**config.mk**
```make
export PLATFORM = sky130hd
export DESIGN_NAME = aes_trace_sequencer_flat
export DESIGN_NICKNAME = d
export VERILOG_FILES = /design/src/rtl/aes_trace_pkg.sv /design/src/rtl/aes_trace_sequencer_if.sv /design/src/rtl/aes_lfsr128.sv /design/src/rtl/aes_trace_sequencer.sv /design/src/flat_wrapper.sv
export SDC_FILE = /design/constraint.sdc
export NUM_CORES = 2
export LEC_CHECK = 0
export CAP_MARGIN = 10
export CORE_AREA = 2 2 416 418
export CTS_CLUSTER_DIAMETER = 60
export DETAILED_ROUTE_END_ITERATION = 10
export DIE_AREA = 0 0 418 420
export PLACE_DENSITY = 0.51
export SLEW_MARGIN = 40
export SYNTH_ARGS = -nofsm -noshare
export SYNTH_HDL_FRONTEND = slang
export SYNTH_SLANG_ARGS = --single-unit
```
**constraint.sdc**
```tcl
create_clock -name AES_clk -period 2.55 [get_ports AES_clk]
set_input_delay 0.51 -clock AES_clk [delete_from_list [all_inputs] [get_ports AES_clk]]
set_output_delay 0.51 -clock AES_clk [all_outputs]
set_load 0.03 [all_outputs]
```
**src/rtl/aes_trace_pkg.sv**
```systemverilog
// Shared types and helpers for the AES trace-campaign sequencer.
package aes_trace_pkg;

   typedef enum logic [2:0] {
      ST_IDLE = 3'd0,
      ST_PREP = 3'd1,
      ST_RUN  = 3'd2,
      ST_GAP  = 3'd3,
      ST_DONE = 3'd4
   } state_t;

   localparam logic [1:0] MODE_FIXED  = 2'd0;
   localparam logic [1:0] MODE_RANDOM = 2'd1;
   localparam logic [1:0] MODE_TVLA   = 2'd2;

   localparam logic [127:0] LFSR_POLY = 128'h87;

   // One step of the 128-bit Galois LFSR (x^128 + x^7 + x^2 + x + 1).
   function automatic logic [127:0] lfsr_next(input logic [127:0] s);
      return {s[126:0], 1'b0} ^ (s[127] ? LFSR_POLY : 128'h0);
   endfunction

endpackage

```
**src/rtl/aes_trace_sequencer_if.sv**
```systemverilog
// Bus between the trace sequencer and the AES core.
// Handshake: the sequencer raises core_en with core_data_in/core_key_in and
// holds all three stable until the core returns a one-cycle
// core_data_out_valid with the result on core_data_out; there is no ready,
// the core must accept whenever core_en is high.
interface aes_trace_sequencer_if;
   logic         core_en;
   logic [127:0] core_data_in;
   logic [127:0] core_key_in;
   logic [127:0] core_data_out;
   logic         core_data_out_valid;

   modport master (
      output core_en, core_data_in, core_key_in,
      input  core_data_out, core_data_out_valid
   );

   modport slave (
      input  core_en, core_data_in, core_key_in,
      output core_data_out, core_data_out_valid
   );
endinterface

```
**src/rtl/aes_lfsr128.sv**
```systemverilog
// 128-bit Galois LFSR plaintext source with seed load and advance enable.
module aes_lfsr128
   import aes_trace_pkg::*;
(
   input  logic         clk,
   input  logic         rst_n,
   input  logic         load,
   input  logic [127:0] seed,
   input  logic         adv,
   output logic [127:0] state
);

   logic [127:0] state_d, state_q;

   // Load wins over advance; an all-zero seed would lock up, so use 1 instead.
   always_comb begin
      state_d = state_q;
      if (load) begin
         state_d = (seed == '0) ? 128'h1 : seed;
      end else if (adv) begin
         state_d = lfsr_next(state_q);
      end
   end

   // State register.
   always_ff @(posedge clk or negedge rst_n) begin
      if (!rst_n) state_q <= '0;
      else        state_q <= state_d;
   end

   assign state = state_q;

endmodule

```
**src/rtl/aes_trace_sequencer.sv**
```systemverilog
// Trace-campaign controller: runs cfg_num encryptions on one key through the
// AES core, generating fixed / random / interleaved plaintexts, and returns
// each ciphertext with its plaintext, index and class.
module aes_trace_sequencer
   import aes_trace_pkg::*;
#(
   parameter int CNT_W      = 16,
   parameter int GAP_CYCLES = 15,
   parameter int TIMEOUT    = 64
) (
   input  logic                         AES_clk,
   input  logic                         AES_rst_n,
   input  logic                         start,
   input  logic [1:0]                   cfg_mode,
   input  logic [CNT_W-1:0]             cfg_num,
   input  logic [127:0]                 cfg_key,
   input  logic [127:0]                 cfg_fixed_pt,
   input  logic [127:0]                 cfg_seed,
   aes_trace_sequencer_if.master        core,
   output logic                         trig,
   output logic                         busy,
   output logic                         res_valid,
   output logic [127:0]                 res_data,
   output logic [127:0]                 res_pt,
   output logic [CNT_W-1:0]             res_index,
   output logic                         res_class,
   output logic                         done,
   output logic                         timeout_err,
   output state_t                       dbg_state
);

   // A zero gap still needs one idle cycle so core_en visibly drops.
   localparam int GAP_EFF = (GAP_CYCLES < 1) ? 1 : GAP_CYCLES;
   localparam int TMR_W   = $clog2(TIMEOUT + 1);
   localparam int GAP_W   = $clog2(GAP_EFF + 1);

   state_t             state_d, state_q;
   logic [1:0]         mode_d, mode_q;
   logic [CNT_W-1:0]   num_d, num_q;
   logic [127:0]       fixed_d, fixed_q;
   logic [127:0]       key_d, key_q;
   logic [127:0]       din_d, din_q;
   logic               en_d, en_q;
   logic               cls_d, cls_q;
   logic [CNT_W-1:0]   idx_d, idx_q;
   logic [TMR_W-1:0]   tmr_d, tmr_q;
   logic [GAP_W-1:0]   gap_d, gap_q;
   logic               terr_d, terr_q;
   logic               rv_d, rv_q;
   logic [127:0]       rdata_d, rdata_q;
   logic [127:0]       rpt_d, rpt_q;
   logic [CNT_W-1:0]   ridx_d, ridx_q;

   logic               lfsr_load, lfsr_adv;
   logic [127:0]       lfsr_state;
   logic               use_rand, timeout_hit, gap_end, core_valid;

   aes_lfsr128 u_lfsr (
      .clk   (AES_clk),
      .rst_n (AES_rst_n),
      .load  (lfsr_load),
      .seed  (cfg_seed),
      .adv   (lfsr_adv),
      .state (lfsr_state)
   );

   // Odd indices are random in interleaved mode; the reserved mode acts as fixed.
   assign use_rand    = (mode_q == MODE_RANDOM) || ((mode_q == MODE_TVLA) && idx_q[0]);
   assign timeout_hit = (tmr_q == TMR_W'(TIMEOUT - 1));
   assign gap_end     = (gap_q == GAP_W'(GAP_EFF - 1));
   assign core_valid  = core.core_data_out_valid;

   // State register; reset drops everything, including core_en, asynchronously.
   always_ff @(posedge AES_clk or negedge AES_rst_n) begin
      if (!AES_rst_n) state_q <= ST_IDLE;
      else            state_q <= state_d;
   end

   // Next-state logic; a valid on the timeout edge still counts as a result.
   always_comb begin
      state_d = state_q;
      case (state_q)
         ST_IDLE: if (start) state_d = (cfg_num == '0) ? ST_DONE : ST_PREP;
         ST_PREP: state_d = ST_RUN;
         ST_RUN: begin
            if (core_valid)       state_d = ST_GAP;
            else if (timeout_hit) state_d = ST_DONE;
         end
         ST_GAP:  if (gap_end) state_d = (idx_q == num_q) ? ST_DONE : ST_PREP;
         ST_DONE: state_d = ST_IDLE;
         default: state_d = ST_IDLE;
      endcase
   end

   // Datapath next values driven by the current state.
   always_comb begin
      mode_d    = mode_q;
      num_d     = num_q;
      fixed_d   = fixed_q;
      key_d     = key_q;
      din_d     = din_q;
      en_d      = en_q;
      cls_d     = cls_q;
      idx_d     = idx_q;
      tmr_d     = tmr_q;
      gap_d     = gap_q;
      terr_d    = terr_q;
      rv_d      = 1'b0;
      rdata_d   = rdata_q;
      rpt_d     = rpt_q;
      ridx_d    = ridx_q;
      lfsr_load = 1'b0;
      lfsr_adv  = 1'b0;
      case (state_q)
         ST_IDLE: begin
            if (start) begin
               mode_d    = cfg_mode;
               num_d     = cfg_num;
               fixed_d   = cfg_fixed_pt;
               key_d     = cfg_key;
               idx_d     = '0;
               terr_d    = 1'b0;
               lfsr_load = 1'b1;
            end
         end
         ST_PREP: begin
            din_d    = use_rand ? lfsr_state : fixed_q;
            cls_d    = use_rand;
            lfsr_adv = use_rand;
            en_d     = 1'b1;
            tmr_d    = '0;
         end
         ST_RUN: begin
            if (core_valid) begin
               en_d    = 1'b0;
               rv_d    = 1'b1;
               rdata_d = core.core_data_out;
               rpt_d   = din_q;
               ridx_d  = idx_q;
               idx_d   = idx_q + CNT_W'(1);
               gap_d   = '0;
            end else if (timeout_hit) begin
               en_d   = 1'b0;
               terr_d = 1'b1;
            end else begin
               tmr_d = tmr_q + TMR_W'(1);
            end
         end
         ST_GAP: gap_d = gap_q + GAP_W'(1);
         default: ;
      endcase
   end

   // Datapath registers.
   always_ff @(posedge AES_clk or negedge AES_rst_n) begin
      if (!AES_rst_n) begin
         mode_q  <= '0;
         num_q   <= '0;
         fixed_q <= '0;
         key_q   <= '0;
         din_q   <= '0;
         en_q    <= 1'b0;
         cls_q   <= 1'b0;
         idx_q   <= '0;
         tmr_q   <= '0;
         gap_q   <= '0;
         terr_q  <= 1'b0;
         rv_q    <= 1'b0;
         rdata_q <= '0;
         rpt_q   <= '0;
         ridx_q  <= '0;
      end else begin
         mode_q  <= mode_d;
         num_q   <= num_d;
         fixed_q <= fixed_d;
         key_q   <= key_d;
         din_q   <= din_d;
         en_q    <= en_d;
         cls_q   <= cls_d;
         idx_q   <= idx_d;
         tmr_q   <= tmr_d;
         gap_q   <= gap_d;
         terr_q  <= terr_d;
         rv_q    <= rv_d;
         rdata_q <= rdata_d;
         rpt_q   <= rpt_d;
         ridx_q  <= ridx_d;
      end
   end

   assign core.core_en      = en_q;
   assign core.core_data_in = din_q;
   assign core.core_key_in  = key_q;
   assign trig              = en_q;
   assign busy              = (state_q != ST_IDLE);
   assign done              = (state_q == ST_DONE);
   assign res_valid         = rv_q;
   assign res_data          = rdata_q;
   assign res_pt            = rpt_q;
   assign res_index         = ridx_q;
   assign res_class         = cls_q;
   assign timeout_err       = terr_q;
   assign dbg_state         = state_q;

endmodule

```
**src/flat_wrapper.sv**
```systemverilog
// flat-port wrapper written by rule: the top's interface ports become plain ports
module aes_trace_sequencer_flat import aes_trace_pkg::*;
#(
   parameter int CNT_W      = 16,
   parameter int GAP_CYCLES = 15,
   parameter int TIMEOUT    = 64
)
  (AES_clk, AES_rst_n, start, cfg_mode, cfg_num, cfg_key, cfg_fixed_pt, cfg_seed, trig, busy, res_valid, res_data, res_pt, res_index, res_class, done, timeout_err, dbg_state, core_core_en, core_core_data_in, core_core_key_in, core_core_data_out, core_core_data_out_valid);
  aes_trace_sequencer_if core_i ();
  input  logic AES_clk;
  input  logic AES_rst_n;
  input  logic start;
  input  logic [1:0] cfg_mode;
  input  logic [CNT_W-1:0] cfg_num;
  input  logic [127:0] cfg_key;
  input  logic [127:0] cfg_fixed_pt;
  input  logic [127:0] cfg_seed;
  output logic trig;
  output logic busy;
  output logic res_valid;
  output logic [127:0] res_data;
  output logic [127:0] res_pt;
  output logic [CNT_W-1:0] res_index;
  output logic res_class;
  output logic done;
  output logic timeout_err;
  output state_t dbg_state;
  output wire logic [$bits(core_i.core_en)-1:0] core_core_en;
  output wire logic [$bits(core_i.core_data_in)-1:0] core_core_data_in;
  output wire logic [$bits(core_i.core_key_in)-1:0] core_core_key_in;
  input wire logic [$bits(core_i.core_data_out)-1:0] core_core_data_out;
  input wire logic [$bits(core_i.core_data_out_valid)-1:0] core_core_data_out_valid;
  assign core_core_en = core_i.core_en;
  assign core_core_data_in = core_i.core_data_in;
  assign core_core_key_in = core_i.core_key_in;
  assign core_i.core_data_out = core_core_data_out;
  assign core_i.core_data_out_valid = core_core_data_out_valid;
  aes_trace_sequencer #(.CNT_W(CNT_W), .GAP_CYCLES(GAP_CYCLES), .TIMEOUT(TIMEOUT)) u_core (.AES_clk(AES_clk), .AES_rst_n(AES_rst_n), .start(start), .cfg_mode(cfg_mode), .cfg_num(cfg_num), .cfg_key(cfg_key), .cfg_fixed_pt(cfg_fixed_pt), .cfg_seed(cfg_seed), .core(core_i), .trig(trig), .busy(busy), .res_valid(res_valid), .res_data(res_data), .res_pt(res_pt), .res_index(res_index), .res_class(res_class), .done(done), .timeout_err(timeout_err), .dbg_state(dbg_state));
endmodule
```
==> summary.txt <==
Run status
  – Status: complete, no violations

Route
  – Routed wire length: about 160 mm
  – Final ANT Viol Nets: 0
  – Via count: 30100
  – Drt first pass iters: 5
  – Via density: 4.176
  – # DRC: 0
  – Initial DRC count: about 1900
  – Per-cell routed wire length: between 20 and 25 um

STA
  – Worst Clk Skew: roughly 0.018 ns
  – FMAX: 401.9 MHz
  – Final setup violation count: 0
  – Crit path time final: roughly 2.5 ns
  – Rel. slew slack: 46.79%
  – Slew Viols, Final: 0
  – Setup TNS Final: 0 ns
  – Hold Slack: approximately 0.28 ns
  – Worst Tran Pin Value: approximately 0.80 ns
  – Final count of hold timing violations: 0
  – Period utilisation layout: a little over nine tenths
  – RSZ-0062 raised after global routing: no

Power and ir drop
  – Tot Pwr: around 71 mW
  – Max VDD drop: between 0.0006 and 0.0007 V
  – Pwr per Cell Area: 1371 nW/um^2
  – Pleak: approximately 25 nW

Logic synthesis
  – Avg Cell Area, Syn: around 9.0 um^2
  – Yosys warns: 0
  – Primary FF master, synth: dfrtp_1
  – Most numerous cell in the Yosys netlist: nand2_1
  – Post-synth ARST share: 100.0%
  – Yosys reg bits: 836
  – Post-synth EDFFs: 0
  – Mapped cell area: ~34000 um^2
  – Largest family of logic cells by synthesized area: simple AND/OR/NAND/NOR gates
  – Post-synth cell types: 46
  – Compound-Gate Fraction of Synth Area: between 4 and 5%
  – Post-synthesis xor/xnor area fraction: less than 1%
  – Mapped Nets: around 4300
  – Synth top area share: 61.95%
  – Leading area contributor after synthesis: dfrtp_1
  – Post-synthesis sequential area ratio: between 60% and 70%
  – Post-Synth Adder-Cell Area: less than 1%
  – Mux cell area share after synthesis: under 10%
  – Post-synthesis simple-gate area fraction: roughly a quarter
  – Synth area leaders: dfrtp_1 62%, nand2_1 21%, mux2i_1 3.8%
  – Cells after Synth: 3747
  – Most instantiated cells after synthesis: 1933 x nand2_1, 836 x dfrtp_1, 202 x nor2_1

Worst setup path
  – Critical Path AT: between 1.5 and 2 ns
  – CP max stage cell: clkdlybuf4s50_1
  – Crit path max fanout: 3
  – R2r setup slk: 0.29 ns
  – Worst Path Buf+Inv: 1
  – Worst Setup Start Kind: flop
  – Crit path capture: core_core_data_in[83]
  – Worst R2R Start: u_core.dbg_state[2]$_DFFE_PN0P_
  – Critical-path cell list: clkdlybuf4s50_1
  – WP depth: 1
  – Worst reg2reg path depth: 5
  – CP Data Required Time: slightly above 2 ns
  – Worst Setup SP: u_core.core.core_data_in[83]$_DFFE_PN0P_
  – Reg2reg end: u_core.res_pt[56]$_DFFE_PN0P_
  – Worst Setup End Kind: primary output
  – Top delay family on crit path: buffers and inverters
  – Worst Path Class, Setup: reg2out
  – CP max stage delay: 0.78 ns

Placement
  – Dpl cell area: slightly below 50000 um^2
  – Buffers on Ports: approximately 1100
  – Final Wtd Congestion: between 0.8 and 0.9
  – HPWL Detailed: roughly 120 mm

Layout
  – Cell area after layout: 51850 um^2
  – Area Overhead vs Synth: 53.53%
  – Fillers: about 18000
  – Fin nets: 5399
  – Share of layout cells above drive strength 1: under 10%
  – Final core occ: between 30% and 40%

GRT
  – Total grt overflow: 0
  – Pin count of the biggest net entering global routing: around 130
  – GRT Util Overall: between 15 and 20%
  – Initial antenna violation count: 34
  – First-pass GRT wire length: about 220 mm
  – Vias in the first global route: between 30000 and 40000

Die
  – Initial Util: about a fifth
  – Core area: 171000 um^2
  – # rows: ~150
  – Die width: around 420 um
  – Die area: 175600 um^2
  – Die H: 420 um
  – Top-Level Pins: between 1000 and 1500

Clocking
  – Clock transition at path regs: 0.06 ns
  – Clk_lat worst skew: between 0.7 and 0.8 ns
  – TritonCTS clock tree: built
  – Clk root buf: clkbuf_16
  – Max Root-Sink Buffers: 3
  – Clk sinks: around 840
  – CTS Buf Count: 107
  – # H-tree levels: 3

Hold path
  – HP Class: in2reg
  – Hold path depth: 3

Run
  – Max-cap violation count: 0
[timing repair]
action / in CTS / in global routing
hold buffers: 1 / 0
hold endpoints to repair: 17 / 0
setup buffers: 0 / 0
resized for setup: 53 / 3
endpoints found under the setup margin: 43 / 2
cloned: 0 / 0
[where the power goes]
part           switching, mW  internal [mW]  total (mW)
Sequential              4.72           19.2        23.9
Clock                   6.38           9.32        15.7
Combinational           19.4           12.1        31.5
Total                   30.5           40.6        71.1
[worst min path at each step]
| stage | slack [ns] | to | startpoint |
|---|---|---|---|
| floorplan | 0.21 | u_core.core.core_data_in[0]$_DFFE_PN0P_ | AES_rst_n |
| global placement | 0.46 | u_core.res_data[78]$_DFFE_PN0P_ | u_core.res_data[78]$_DFFE_PN0P_ |
| detailed placement | 0.46 | u_core.res_data[54]$_DFFE_PN0P_ | u_core.res_data[54]$_DFFE_PN0P_ |
| CTS | 0.18 | u_core.res_data[68]$_DFFE_PN0P_ | core_core_data_out[68] |
| global route | 0.24 | u_core.fixed_q[32]$_DFFE_PN0P_ | cfg_fixed_pt[32] |
| finish | 0.28 | u_core.core.core_key_in[26]$_DFFE_PN0P_ | cfg_key[26] |
[per-stage QoR]
step | instances | setup WS (ns)
finish | 7207 | 0.06209
global placement | 6981 | -0.6260
floorplan | 3747 | 0.2986
global route | 7205 | 0.01278
detailed placement | 6984 | -0.4029
CTS | 7181 | -0.1534
[layout by cell type (no fill, tap or decap), types with 4 or more instances in the layout]
| cell | netlist | final |
|---|---|---|
| clkinv_8 | 0 | 4 |
| diode_2 | 0 | 26 |
| clkinvlp_4 | 0 | 5 |
| xnor2_1 | 8 | 8 |
| dfrtp_2 | 0 | 7 |
| nor4_1 | 42 | 37 |
| o21ai_0 | 143 | 143 |
| ha_1 | 4 | 4 |
| xor2_1 | 26 | 26 |
| o22ai_1 | 51 | 51 |
| a31oi_1 | 76 | 76 |
| nand4_1 | 14 | 14 |
| clkbuf_16 | 0 | 107 |
| buf_4 | 1 | 113 |
| clkbuf_1 | 162 | 23 |
| buf_12 | 0 | 45 |
| nor4_2 | 0 | 5 |
| bufinv_16 | 0 | 11 |
| clkbuf_8 | 0 | 15 |
| a21oi_1 | 5 | 5 |
| nor2_1 | 202 | 200 |
| clkinv_2 | 0 | 18 |
| nor2b_1 | 4 | 4 |
| clkdlybuf4s50_1 | 0 | 1025 |
| nor3b_1 | 4 | 4 |
| dlygate4sd2_1 | 0 | 41 |
| and3_1 | 5 | 5 |
| dfrtp_1 | 836 | 829 |
| inv_6 | 0 | 4 |
| mux2i_1 | 128 | 128 |
| nand2_1 | 1933 | 1932 |
| clkinv_4 | 0 | 5 |
| nand3_1 | 10 | 10 |
[logic make-up after synthesis]
family,Yosys count
multiplexers,129
adder cells (fa/ha/maj),4
buffers and inverters,229
AO/OA/AOI/OAI,286
AND/OR/NAND/NOR,2229
XOR/XNOR,34
flip-flops,836
[cell type report]
cell class                 instances  area [um^2]  area share (%)
inverter                           4        22.52         0.04344
clock inverter                    51        664.4           1.281
timing repair buffer            1230        12430           23.97
tap                             2233         2794           5.389
clock buffer                     145         2970           5.729
multi-input combinational       2682        11980           23.10
antenna                           26        65.06          0.1255
sequential                       836        20930           40.37
[flip-flops by register name (all words and copies together) (netlist names)]
| signal | flops |
|---|---|
| u_core.core.core_data_in | 128 |
| u_core.core.core_key_in | 128 |
| u_core.fixed_q | 128 |
| u_core.res_data | 128 |
| u_core.res_pt | 128 |
| u_core.u_lfsr.state | 128 |
| u_core.idx_q | 16 |
| u_core.num_q | 16 |
| u_core.res_index | 16 |
| u_core.tmr_q | 7 |
| u_core.gap_q | 4 |
| u_core.dbg_state | 3 |
| u_core.mode_q | 2 |
| u_core.core.core_en | 1 |
| u_core.res_class | 1 |
| u_core.res_valid | 1 |
| u_core.timeout_err | 1 |
[routing by layer]
metal | global-route usage [%] | vias up | routed length [um]
met4 | 7.367 | 0 | 5386
met5 | 0 | - | 0
met2 | 30.16 | 793 | 80560
li1 | - | 14210 | -
met1 | 20.82 | 14900 | 62950
met3 | 3.765 | 194 | 8525
No activity file was read; power rests on OpenSTA's default activity.
